==> src/rtl/seq_detect_prog_pkg.sv <==
// Shared types and default sizing for the programmable serial sequence detector.
package seq_detect_pkg;

    localparam int MAX_LEN_DEF = 8;
    localparam int CNT_W_DEF   = 8;

    typedef enum logic [1:0] {
        UNCFG = 2'd0,
        ARMED = 2'd1,
        ERR   = 2'd2
    } state_t;

endpackage

==> src/rtl/seq_detect_prog_if.sv <==
// Configuration, serial data and status bundle of the sequence detector.
interface seq_detect_prog_if
    import seq_detect_pkg::*;
#(
    parameter int MAX_LEN = MAX_LEN_DEF,
    parameter int CNT_W   = CNT_W_DEF
);

    localparam int LEN_W = $clog2(MAX_LEN + 1);

    logic               cfg_load;
    logic [MAX_LEN-1:0] cfg_pattern;
    logic [LEN_W-1:0]   cfg_len;
    logic               cfg_overlap;
    logic               in_valid;
    logic               inp_bit;
    logic               seq_seen;
    logic [CNT_W-1:0]   match_count;
    logic               cfg_err;
    logic               armed;

    modport master (
        output cfg_load, cfg_pattern, cfg_len, cfg_overlap, in_valid, inp_bit,
        input  seq_seen, match_count, cfg_err, armed
    );

    modport slave (
        input  cfg_load, cfg_pattern, cfg_len, cfg_overlap, in_valid, inp_bit,
        output seq_seen, match_count, cfg_err, armed
    );

endinterface

==> src/rtl/seq_detect_prog_hist_shift.sv <==
// Shift history of received bits (newest in bit 0) plus a fill counter saturating at MAX_LEN.
module seq_hist_shift
    import seq_detect_pkg::*;
#(
    parameter int MAX_LEN = MAX_LEN_DEF,
    parameter int LEN_W   = $clog2(MAX_LEN + 1)
) (
    input  logic               clk,
    input  logic               reset,
    input  logic               clr,
    input  logic               shift,
    input  logic               shift_bit,
    output logic [MAX_LEN-1:0] history,
    output logic [LEN_W-1:0]   fill
);

    localparam logic [LEN_W-1:0] FILL_MAX = LEN_W'(MAX_LEN);

    // Clearing wins over shifting: a non-overlapping match restarts the fill from zero.
    always_ff @(posedge clk) begin
        if (reset || clr) begin
            history <= '0;
            fill    <= '0;
        end else if (shift) begin
            history <= {history[MAX_LEN-2:0], shift_bit};
            if (fill != FILL_MAX) begin
                fill <= fill + LEN_W'(1);
            end
        end
    end

endmodule

==> src/rtl/seq_detect_prog.sv <==
// Programmable serial pattern detector; match counter compiled in only with SEQ_DETECT_PROG_COUNT_EN.
module seq_detect_prog
    import seq_detect_pkg::*;
#(
    parameter int MAX_LEN = MAX_LEN_DEF,
    parameter int CNT_W   = CNT_W_DEF
) (
    input logic               clk,
    input logic               reset,
    seq_detect_prog_if.slave  bus
);

    localparam int LEN_W = $clog2(MAX_LEN + 1);
    localparam logic [LEN_W-1:0] LEN_MIN = LEN_W'(2);
    localparam logic [LEN_W-1:0] LEN_MAX = LEN_W'(MAX_LEN);

    state_t             state;
    logic [MAX_LEN-1:0] pattern_q;
    logic [LEN_W-1:0]   len_q;
    logic               overlap_q;
    logic               seq_q;
    logic               err_q;
    logic               armed_q;

    logic [MAX_LEN-1:0] history;
    logic [MAX_LEN-1:0] candidate;
    logic [MAX_LEN-1:0] mask;
    logic [LEN_W-1:0]   fill;
    logic [LEN_W-1:0]   fill_next;
    logic               cfg_ok;
    logic               shift;
    logic               clr;
    logic               match;

    assign cfg_ok = (bus.cfg_len >= LEN_MIN) && (bus.cfg_len <= LEN_MAX);
    assign shift  = bus.in_valid && (state == ARMED) && !bus.cfg_load;
    assign clr    = bus.cfg_load || (match && !overlap_q);

    // The match looks at the history as it will be once the current bit is shifted in.
    always_comb begin
        candidate = {history[MAX_LEN-2:0], bus.inp_bit};
        fill_next = (fill == LEN_MAX) ? fill : fill + LEN_W'(1);
        mask      = '0;
        for (int i = 0; i < MAX_LEN; i++) begin
            mask[i] = (LEN_W'(i) < len_q);
        end
        match = shift && (fill_next >= len_q) && (((candidate ^ pattern_q) & mask) == '0);
    end

    seq_hist_shift #(
        .MAX_LEN (MAX_LEN),
        .LEN_W   (LEN_W)
    ) u_hist (
        .clk       (clk),
        .reset     (reset),
        .clr       (clr),
        .shift     (shift),
        .shift_bit (bus.inp_bit),
        .history   (history),
        .fill      (fill)
    );

    always_ff @(posedge clk) begin
        if (reset) begin
            state     <= UNCFG;
            pattern_q <= '0;
            len_q     <= '0;
            overlap_q <= 1'b0;
            seq_q     <= 1'b0;
            err_q     <= 1'b0;
            armed_q   <= 1'b0;
        end else if (bus.cfg_load) begin
            pattern_q <= bus.cfg_pattern;
            len_q     <= bus.cfg_len;
            overlap_q <= bus.cfg_overlap;
            seq_q     <= 1'b0;
            state     <= cfg_ok ? ARMED : ERR;
            armed_q   <= cfg_ok;
            err_q     <= !cfg_ok;
        end else begin
            seq_q <= match;
        end
    end

`ifdef SEQ_DETECT_PROG_COUNT_EN
    logic [CNT_W-1:0] count_q;

    // Saturating: once all ones the counter stays put.
    always_ff @(posedge clk) begin
        if (reset || bus.cfg_load) begin
            count_q <= '0;
        end else if (match && (count_q != '1)) begin
            count_q <= count_q + CNT_W'(1);
        end
    end

    assign bus.match_count = count_q;
`else
    assign bus.match_count = '0;
`endif

    assign bus.seq_seen = seq_q;
    assign bus.cfg_err  = err_q;
    assign bus.armed    = armed_q;

endmodule

==> src/flat_wrapper.sv <==
// flat-port wrapper written by rule: the top's interface ports become plain ports
module seq_detect_prog_flat import seq_detect_pkg::*;
#(
    parameter int MAX_LEN = MAX_LEN_DEF,
    parameter int CNT_W   = CNT_W_DEF
)
  (clk, reset, bus_cfg_load, bus_cfg_pattern, bus_cfg_len, bus_cfg_overlap, bus_in_valid, bus_inp_bit, bus_seq_seen, bus_match_count, bus_cfg_err, bus_armed);
  seq_detect_prog_if #(.MAX_LEN(MAX_LEN), .CNT_W(CNT_W)) bus_i ();
  input logic clk;
  input logic reset;
  input wire logic [$bits(bus_i.cfg_load)-1:0] bus_cfg_load;
  input wire logic [$bits(bus_i.cfg_pattern)-1:0] bus_cfg_pattern;
  input wire logic [$bits(bus_i.cfg_len)-1:0] bus_cfg_len;
  input wire logic [$bits(bus_i.cfg_overlap)-1:0] bus_cfg_overlap;
  input wire logic [$bits(bus_i.in_valid)-1:0] bus_in_valid;
  input wire logic [$bits(bus_i.inp_bit)-1:0] bus_inp_bit;
  output wire logic [$bits(bus_i.seq_seen)-1:0] bus_seq_seen;
  output wire logic [$bits(bus_i.match_count)-1:0] bus_match_count;
  output wire logic [$bits(bus_i.cfg_err)-1:0] bus_cfg_err;
  output wire logic [$bits(bus_i.armed)-1:0] bus_armed;
  assign bus_i.cfg_load = bus_cfg_load;
  assign bus_i.cfg_pattern = bus_cfg_pattern;
  assign bus_i.cfg_len = bus_cfg_len;
  assign bus_i.cfg_overlap = bus_cfg_overlap;
  assign bus_i.in_valid = bus_in_valid;
  assign bus_i.inp_bit = bus_inp_bit;
  assign bus_seq_seen = bus_i.seq_seen;
  assign bus_match_count = bus_i.match_count;
  assign bus_cfg_err = bus_i.cfg_err;
  assign bus_armed = bus_i.armed;
  seq_detect_prog #(.MAX_LEN(MAX_LEN), .CNT_W(CNT_W)) u_core (.clk(clk), .reset(reset), .bus(bus_i));
endmodule
==> config.mk <==
export PLATFORM = sky130hd
export DESIGN_NAME = seq_detect_prog_flat
export DESIGN_NICKNAME = d
export VERILOG_FILES = /design/src/rtl/seq_detect_prog_pkg.sv /design/src/rtl/seq_detect_prog_if.sv /design/src/rtl/seq_detect_prog_hist_shift.sv /design/src/rtl/seq_detect_prog.sv /design/src/flat_wrapper.sv
export SDC_FILE = /design/constraint.sdc
export NUM_CORES = 1
export LEC_CHECK = 0
export ABC_CLOCK_PERIOD_IN_PS = 3500
export BUFFER_PORTS_ARGS = -buffer_cell sky130_fd_sc_hd__buf_2
export CAP_MARGIN = 10
export CELL_PAD_IN_SITES_DETAIL_PLACEMENT = 1
export CELL_PAD_IN_SITES_GLOBAL_PLACEMENT = 2
export CORE_AREA = 2 2 68 70
export DETAILED_ROUTE_END_ITERATION = 7
export DIE_AREA = 0 0 70 72
export HOLD_SLACK_MARGIN = 0.02
export PLACE_DENSITY = 0.83
export SYNTH_ARGS = -nofsm -noshare
export SYNTH_HDL_FRONTEND = slang
export SYNTH_SLANG_ARGS = --single-unit
==> constraint.sdc <==
create_clock -name clk -period 3.5 [get_ports clk]
set_clock_uncertainty 0.05 [all_clocks]
set_input_delay 0.7 -clock clk [delete_from_list [all_inputs] [get_ports clk]]
set_output_delay 0.7 -clock clk [all_outputs]
set_load 0.01 [all_outputs]
; Word-level counts from Yosys, hierarchy flattened
; Index checks and enable logic that the tools add are counted.
[totals]
in_bits = 18
latch_bits = 0
mem_count = 0
register_bits = 29
ram_bits = 0
out_inout_bits = 11
rom_bits = 0
elab_cells = 42
[op_classes]
n_eq_ne = 3
n_mux = 2
n_div = 0
bitwise_logic = 2
order_cmp = 11
n_addsub = 1
mul = 0
reduce_logical = 14
n_shift = 0
[op_table]
columns = op, count
row1 = 3-bit by 4-bit < comparator with 1-bit output (first input constant), 4
row2 = 8-bit AND, 1
row3 = 8-bit zero test, 1
row4 = 1-bit by 4-bit < comparator with 1-bit output (first input constant), 2
row5 = 2-bit by 4-bit < comparator with 1-bit output (first input constant), 2
row6 = 8-bit XOR, 1
row7 = 1-bit logical AND, 6
row8 = 4-bit by 1-bit adder with 4-bit output (second input constant), 1
row9 = 4-bit equality test (second input constant), 1
row10 = 4-bit by 2-bit >= comparator with 1-bit output (second input constant), 1
row11 = 4-bit >= comparator, 1
row12 = 4-bit <= comparator (second input constant), 1
row13 = 4-bit 2-to-1 mux, 1
row14 = 4-bit != test (second input constant), 1
row15 = 1-bit zero test, 3
row16 = 2-bit by 1-bit equality test with 1-bit output (second input constant), 1
row17 = 1-bit logical OR, 2
row18 = 2-bit 2-to-1 mux, 1
row19 = 2-bit AND reduction, 1
row20 = 2-bit OR reduction, 1

; Longest topological paths before layout
; Gate-level depths: netlist (run 1).
[depth]
depth_word = 8
depth_mapped = 11

; Hierarchy
; A second synthesis (run 1) with hierarchy kept.
[unflattened]
hier_cells = 160
hier_area_um2 = 1519.0
[by_module_without_submodules]
columns = module, seq_area_each_um2, cells_per_inst, n_inst, area_per_inst_um2
row1 = seq_detect_prog, 320.3, 110, 1, 998.5
row2 = seq_hist_shift, 240.2, 50, 1, 520.5

; Least setup slack after synthesis (run 1)
; No wires, ideal clock.
[synth_timing]
path_kind = reg2reg
start = reg u_core.u_hist.fill[0]
end = reg u_core.u_hist.fill[0]
arrival_ns = 2.082
slack_ns = 1.280
n_path_buf = 1
stages_incl_launch_ff = 11
path_cell_list = dfxtp_1 > inv_1 > ha_1 > nand3b_1 > xnor2_1 > ha_1 > nand2b_4 > a2111oi_4 > nor4_2 > buf_6 > a311oi_2
[synth_via]
elab_chain_len = 8
[synth_rtl]
columns = item, line
row1 = "start, declared", seq_detect_prog_hist_shift.sv:14  ; output logic [LEN_W-1:0] fill
row2 = "start signal, assigned", seq_detect_prog_hist_shift.sv:27  ; fill <= fill + LEN_W'(1);
row3 = 4-bit by 1-bit adder with 4-bit output or 4-bit equality test (tied branches), "seq_detect_prog_hist_shift.sv:27, seq_detect_prog.sv:42"
row4 = 4-bit 2-to-1 mux, seq_detect_prog.sv:42  ; fill_next = (fill == LEN_MAX) ? fill : fill + LEN_W'(1);
row5 = 4-bit >= comparator, seq_detect_prog.sv:47  ; match = shift && (fill_next >= len_q) && (((candidate ^ pattern_q) & mask) == '0);
row6 = 1-bit logical AND (2 in series), seq_detect_prog.sv:47
row7 = 1-bit logical AND, seq_detect_prog.sv:37  ; assign clr = bus.cfg_load || (match && !overlap_q);
row8 = 1-bit logical OR, seq_detect_prog.sv:37
row9 = 1-bit logical OR, seq_detect_prog_hist_shift.sv:21  ; if (reset || clr) begin
; Parallel ways exist; a longest one is shown, timed or not.
; A chain may end at the register's enable or synchronous reset.

; Worst setup path in the final report (run 1)
[layout_timing]
start = reg u_core.u_hist.fill[0]
end = reg u_core.u_hist.history[0]
[layout_via]
elab_chain_len = 8
[layout_rtl]
columns = item, line
row1 = 4-bit by 1-bit adder with 4-bit output or 4-bit equality test (tied branches), seq_detect_prog.sv:42
row2 = 4-bit 2-to-1 mux *, seq_detect_prog.sv:42
row3 = 4-bit >= comparator *, seq_detect_prog.sv:47
row4 = 1-bit logical AND * (2 in series), seq_detect_prog.sv:47
row5 = 1-bit logical AND *, seq_detect_prog.sv:37
row6 = 1-bit logical OR *, seq_detect_prog.sv:37
row7 = 1-bit logical OR *, seq_detect_prog_hist_shift.sv:21
row8 = "end signal, assigned", seq_detect_prog_hist_shift.sv:25  ; history <= {history[MAX_LEN-2:0], shift_bit};
row9 = "end, declared", seq_detect_prog_hist_shift.sv:13  ; output logic [MAX_LEN-1:0] history,
; Every way passes the cells marked *; elsewhere a longest branch is shown, timed or not.

==> results.sh, run 1 <==
export IMPL_numClockSinks=27
export IMPL_hold_depth=2
export IMPL_leakagePower_nw=0.634
export IMPL_peakVddDrop_mv=0.165
export IMPL_relSlewSlack_pct=36.3
export IMPL_via_per_inst=5.14
export IMPL_post_place_ws_ps=1090
export IMPL_cp_max_fo=11
export IMPL_crit_top_cell="ha_1"
export IMPL_drc=0
export IMPL_grt_max_degree=20
export IMPL_cp_slowest_cell="dfxtp_1"
export IMPL_reg2reg_depth=10
export IMPL_seqCellArea_um2=541
export IMPL_path_cells="inv_1, ha_1, nand3b_1, xnor2_1, ha_1, nand2b_4, a2111oi_4, nor4_2, buf_4, a311oi_1"
export IMPL_ys_seq_area_share_pct=34.9
export IMPL_fmax_mhz=414
export IMPL_dieArea_um2=5040
export IMPL_hold_buffers=0
export IMPL_final_cells=223
export IMPL_first_pass_iters=4
export IMPL_arrival_ps=2560
export IMPL_maxCapViolCount=0
export IMPL_area_growth_pct=8.00
export IMPL_drt_initial_drc_count=25
export IMPL_die_h_um=72
export IMPL_gr_total_overflow=0
export IMPL_antenna_found_initial=0
export IMPL_multiInputGateArea_um2=883
export IMPL_post_cts_setup_buffer_count=0
export IMPL_core_area_um2=4260
export IMPL_synth_area_um2=1550
export IMPL_final_util_pct=39.2
export IMPL_diodes=0
export IMPL_final_cell_mix="27 x dfxtp_1, 22 x mux2i_1, 20 x buf_2"
export IMPL_min_period_ps=2420
export IMPL_setup_viol=0
export IMPL_clockBufferDepth=2
export IMPL_status="complete, no violations"
export IMPL_post_cts_resized=0
export IMPL_report_final_slew_viol_count=0
export IMPL_placed_cells=219
export IMPL_io_buffers=20
export IMPL_whs_ps=461
export IMPL_worst_pin_slew_ps=955
export IMPL_hold_path_class="reg -> reg"
export IMPL_hold_start="u_core.overlap_q"
export IMPL_avgSynthCellArea_um2=9.93
export IMPL_hold_violations=0
export IMPL_reg2reg_setup_slack_ps=1080
export IMPL_tns_ps=0
export IMPL_htree_levels=1
export IMPL_rows=24
export IMPL_postRouteAntennaNets=0
export IMPL_wirelength_um=3410
export IMPL_rsz0062_at_grt="no"
export IMPL_start_kind="flip-flop"
export IMPL_finalCritPeriodShare_pct=69.0
export IMPL_numCtsBuffers=3
export IMPL_nNetsFinal=196
export IMPL_routed_via_count=1147
export IMPL_setup_ws_ps=1080
export IMPL_powerDensity_nw_per_um2=357
export IMPL_synthCells=156
export IMPL_synth_edff_count=0
export IMPL_r2r_end="u_core.u_hist.history[0]"
export IMPL_gp_congestion=0.730
export IMPL_required_ps=3650
export IMPL_yosys_warnings=0
export IMPL_hpwl_um=2560
export IMPL_final_common_cell="dfxtp_1"
export IMPL_root_buffer="clkbuf_8"
export IMPL_ys_ff_latch=27
export IMPL_synthDistinctLibCells=39
export IMPL_drive_gt1_share_pct=21.6
export IMPL_crit_path_max_incr_delay_ps=410
export IMPL_grt_usage_pct=14.4
export IMPL_clk_latency_ps=280
export IMPL_initial_core_util_pct=36.3
export IMPL_r2r_start="u_core.u_hist.fill[0]"
export IMPL_clkTransAtPathRegs_ps=100
export IMPL_fillers=515
export IMPL_wl_per_cell_um=15.3
export IMPL_holdPathEnd="u_core.overlap_q"
export IMPL_cts_tree="yes"
export IMPL_grt_pass1_vias=1215
export IMPL_worstSetupPathType="reg -> reg"
export IMPL_grt_first_pass_wirelength_um=5750
export IMPL_critical_path_endpoint_type="flip-flop"
export IMPL_fp_dieW_um=70
export IMPL_ios=29
export IMPL_synthFlopType="dfxtp_1"
export IMPL_synth_async_reset_ratio_pct=0
critical path, delay by kind of cell, from the launching register on:
kind            cells  cell delay, ps
fa+ha+maj           2             450
simple gates        3             350
buf+inv             2             280
xor+xnor            1             130
flops               1             410
compound gates      2             660
Yosys cell counts, types with 2 or more instances:
library cell  count  area share (%)
a211oi_1          2            0.97
a21oi_1           3            0.97
a311oi_1          6             3.4
a311oi_2          4             3.9
a31oi_1           3             1.2
buf_4             8             3.9
buf_6             3             2.2
clkbuf_1          3            0.73
dfxtp_1          27              35
ha_1              6             4.8
inv_1             8             1.9
mux2i_1          22              14
nand2_1           2            0.48
nand3_1           2            0.65
nor2_1           18             4.4
nor3_1            2            0.65
o21ai_0           4             1.3
o21ai_1           2            0.65
xnor2_1          11             6.2
cell type report:
cell class	count	share of cell area (%)
Clock inverter	1	0.299
Inverter	8	1.80
Tap cell	52	3.89
Multi-Input combinational cell	111	52.8
Sequential cell	27	32.3
Timing Repair Buffer	21	6.43
Clock buffer	3	2.47
cells by family after synthesis:
group | share of synthesized area (%)
mux | 14.2
other cells | 0.242
fa+ha+maj | 4.85
buf+inv | 9.77
xor+xnor | 6.79
flops | 34.9
compound gates | 17.0
simple gates | 12.2
power breakdown:
part	total, W	leakage [nW]	internal, W	switching, W
combinational	0.0000831	0.388	0.0000350	0.0000480
clock	0.000185	0.0255	0.0000802	0.000105
sequential	0.000329	0.221	0.000318	0.0000109
how the worst max path moves through the flow:
stage,start,endpoint,slack (ps),cells after the start
2_1_floorplan,u_core.u_hist.fill[0],u_core.u_hist.fill[0],1280,10
3_3_place_gp,u_core.u_hist.fill[0],u_core.u_hist.history[4],1160,10
3_5_place_dp,u_core.u_hist.fill[0],u_core.u_hist.fill[0],1090,10
4_1_cts,u_core.u_hist.fill[0],u_core.u_hist.fill[0],1060,10
5_1_grt,u_core.u_hist.fill[0],u_core.u_hist.history[0],950,10
6_report,u_core.u_hist.fill[0],u_core.u_hist.history[0],1080,10
flip-flops by register name, summed over array words and instances, names as in the netlist:
name,cells
u_core.u_hist.history,7
u_core.len_q,4
u_core.pattern_q,8
u_core.bus.cfg_err,1
u_core.state,1
u_core.overlap_q,1
u_core.bus.seq_seen,1
u_core.u_hist.fill,4
metal layers:
layer	GRT usage, %	routed length (um)	vias to the layer above
li1	-	-	570
met1	17.2	1520	546
met2	24.9	1680	25
met3	3.61	143	6
met4	5.98	65	0
met5	0	0	-
through the flow:
step           power, W  area (um^2)
3_3_place_gp   0.000414         1630
6_report       0.000596         1670
5_1_grt        0.000628         1670
4_1_cts        0.000606         1670
2_1_floorplan  0.000403         1580
3_5_place_dp   0.000419         1630
(Power assumes the default switching activity.)
==> run 2, diff against run 1 <==
ABC_AREA = 1   (was default)
ABC_CLOCK_PERIOD_IN_PS = 2500   (was 3500)
CORE_AREA = 2 2 75 77   (was 2 2 68 70)
DIE_AREA = 0 0 77 79   (was 0 0 70 72)
PLACE_DENSITY = 0.77   (was 0.83)
clock period = 2.5 ns   (was 3.5 ns; I/O delays follow)
==> run 2 against run 1 <==
Final area is 0.75% lower; sequential power up 40%; setup slack got worse by 670 ps; non-clock buffer count down 1; synthesized cell count grew 42%; combinational power rose by 32%; critical path type unchanged.
==> results.sh, run 2 <==
export IMPL_drive_gt1_share_pct=13.1
export IMPL_ys_seq_area_share_pct=36.1
export IMPL_finalCritPeriodShare_pct=83.6
export IMPL_yosys_warnings=0
export IMPL_root_buffer="clkbuf_8"
export IMPL_final_common_cell="nand2_1"
export IMPL_power_share_switching_pct=27.4
export IMPL_hold_violations=0
export IMPL_whs_ps=412
export IMPL_initial_core_util_pct=28.0
export IMPL_p_seq_share_pct=55.7
export IMPL_synthCells=221
export IMPL_cp_max_fo=11
export IMPL_via_per_inst=4.15
export IMPL_gr_total_overflow=0
export IMPL_avgSynthCellArea_um2=6.77
export IMPL_grt_usage_pct=12.6
export IMPL_synth_edff_count=0
export IMPL_rows=27
export IMPL_worst_pin_slew_ps=716
export IMPL_synth_most_common_cell="nand2_1"
export IMPL_drt_initial_drc_count=29
export IMPL_numCtsBuffers=3
export IMPL_wirelength_um=3510
export IMPL_crit_top_cell="nand2_1"
export IMPL_cts_tree="yes"
export IMPL_area_growth_pct=11.0
export IMPL_synthDistinctLibCells=23
export IMPL_seqCellArea_um2=541
export IMPL_numClockSinks=27
export IMPL_fp_dieW_um=77
export IMPL_clkTransAtPathRegs_ps=100
export IMPL_largest_register_ffs=8
export IMPL_rsz0062_at_grt="no"
export IMPL_critical_path_endpoint_type="flip-flop"
export IMPL_p_int_w=0.000598
export IMPL_peakVddDrop_mv=0.192
export IMPL_multiInputGateArea_um2=737
export IMPL_arrival_ps=2210
export IMPL_synth_top_cell_by_area="dfxtp_1"
export IMPL_grt_first_pass_wirelength_um=6110
export IMPL_antenna_found_initial=0
export IMPL_required_ps=2620
export IMPL_hold_path_class="in -> reg"
export IMPL_dieArea_um2=6080
export IMPL_wl_per_cell_um=11.3
export IMPL_tns_ps=0
export IMPL_first_pass_iters=4
export IMPL_final_cell_mix="54 x nand2_1, 38 x inv_1, 30 x nor2_1"
export IMPL_routed_via_count=1283
export IMPL_cp_slowest_cell="dfxtp_1"
export IMPL_maxCapViolCount=0
export IMPL_synth_area_leaders="dfxtp_1 36%, nand2_1 14%, inv_1 9.5%, nor2_1 7.5%, a211oi_1 5.0%"
export IMPL_min_period_ps=2090
export IMPL_worstSetupPathType="reg -> reg"
export IMPL_relSlewSlack_pct=52.2
export IMPL_hpwl_um=2720
export IMPL_nNetsFinal=262
export IMPL_synth_area_um2=1500
export IMPL_die_h_um=79
export IMPL_setup_viol=0
export IMPL_total_power_w=0.000824
export IMPL_path_cells="inv_1, ha_1, nand3_1, xor2_1, ha_1, inv_1, nand2_1, nand2_1, nand2_1, nand2_1, a21oi_1, nand4_1, nand2_2, nor2_1"
export IMPL_clockBufferDepth=2
export IMPL_core_area_um2=5340
export IMPL_p_clk_share_pct=31.0
export IMPL_io_buffers=20
export IMPL_grt_max_degree=23
export IMPL_gp_congestion=0.756
export IMPL_grt_pass1_vias=1316
export IMPL_diodes=0
export IMPL_regMostFlops="u_core.pattern_q"
export IMPL_synth_top_cells_by_count="55 x nand2_1, 38 x inv_1, 30 x nor2_1"
export IMPL_leakagePower_nw=0.751
export IMPL_comb_power_share_pct=13.3
export IMPL_ys_ff_latch=27
export IMPL_crit_path_max_incr_delay_ps=410
export IMPL_synthFlopType="dfxtp_1"
export IMPL_status="complete, no violations"
export IMPL_start_kind="flip-flop"
export IMPL_powerDensity_nw_per_um2=496
export IMPL_p_switching_w=0.000226
export IMPL_largestRegisters="u_core.pattern_q (8), u_core.u_hist.history (7)"
export IMPL_drc=0
export IMPL_synth_async_reset_ratio_pct=0
export IMPL_fmax_mhz=478
export IMPL_report_final_slew_viol_count=0
export IMPL_post_cts_setup_buffer_count=0
export IMPL_clk_latency_ps=280
export IMPL_ios=29
export IMPL_fillers=723
export IMPL_htree_levels=1
export IMPL_synth_top_area_share_pct=36.1
export IMPL_postRouteAntennaNets=0
==> run 2: cell types whose count changed after synthesis, moves of 4 or more <==
cell	before	now
mux2i_1	22	0
o21ai_0	4	9
a21oi_1	3	9
nand2_1	2	55
a311oi_1	6	0
a311oi_2	4	0
inv_1	8	38
xnor2_1	11	1
nor2_1	18	30
nand3_1	2	7
a211oi_1	2	10
==> run 2: final cells by class <==
class / count / share of cell area (%)
clock buffers: 3 / 2.49
clock inverters: 1 / 0.301
inverters: 39 / 8.82
multi-input cells: 147 / 44.4
flip-flops and latches: 27 / 32.6
well taps: 72 / 5.43
repair buffers: 20 / 6.03
==> run 2: path summary, 6_finish.rpt <==
path / from / end / slack, ps / depth (start not counted)
worst max-delay path: u_core.u_hist.fill[0] / u_core.u_hist.fill[0] / 410 / 14
worst max register to register: u_core.u_hist.fill[0] / u_core.u_hist.fill[0] / 410 / 14
worst min-delay path: bus_cfg_pattern[3] / u_core.pattern_q[3] / 410 / 3
worst min register to register: u_core.pattern_q[2] / u_core.pattern_q[2] / 430 / 2
==> run 2: per-layer routing <==
| layer | up-vias | track usage, % | wire (um) |
|---|---|---|---|
| li1 | 691 | - | - |
| met1 | 570 | 15.9 | 1680 |
| met2 | 15 | 21.8 | 1670 |
| met3 | 7 | 2.05 | 78 |
| met4 | 0 | 4.82 | 85 |
| met5 | - | 0 | 0 |
==> run 2: metrics by stage <==
step           setup slack [ps]  utilization [%]  cell area, um^2  std cells
2_1_floorplan               612                -             1520        228
3_3_place_gp                377             30.2             1610        305
3_5_place_dp                284             30.2             1610        305
4_1_cts                     274             31.1             1660        309
5_1_grt                     126             31.1             1660        309
6_report                    410             31.1             1660        309
==> run 2: kinds of logic (layout without fill, tap and decap cells) <==
| kind of cell | Yosys count | after routing | synth area share (%) |
|---|---|---|---|
| and+or+nand+nor | 99 | 99 | 27.6 |
| AOI/OAI and AO/OA | 29 | 29 | 11.5 |
| adders and majority gates | 6 | 6 | 5.02 |
| other | 1 | 8 | 0.251 |
| DFF | 27 | 27 | 36.1 |
| xor gates and xnor gates | 5 | 5 | 2.93 |
| buffers and inverters | 54 | 63 | 16.6 |
==> run 2: what timing repair did <==
item / CTS / global route
endpoints found under the setup margin: 0 / 1
hold buffers: 0 / 0
resized for setup: 0 / 1
==> run 2: worst max-delay path, delay by kind of cell (launching register included) <==
kind	cells	cell delay, ps
xor+xnor	1	80
compound gates	1	160
simple gates	8	700
flops	1	410
fa+ha+maj	2	480
buf+inv	2	130
==> run 2: power by group through the flow <==
| stage | Clock (W) | Combinational, W | Sequential, W |
|---|---|---|---|
| 2_1_floorplan | 0 | 0.0000881 | 0.000467 |
| 3_3_place_gp | 0 | 0.000111 | 0.000469 |
| 3_5_place_dp | 0 | 0.000111 | 0.000469 |
| 4_1_cts | 0.000270 | 0.000112 | 0.000459 |
| 5_1_grt | 0.000283 | 0.000129 | 0.000461 |
| 6_report | 0.000255 | 0.000110 | 0.000459 |
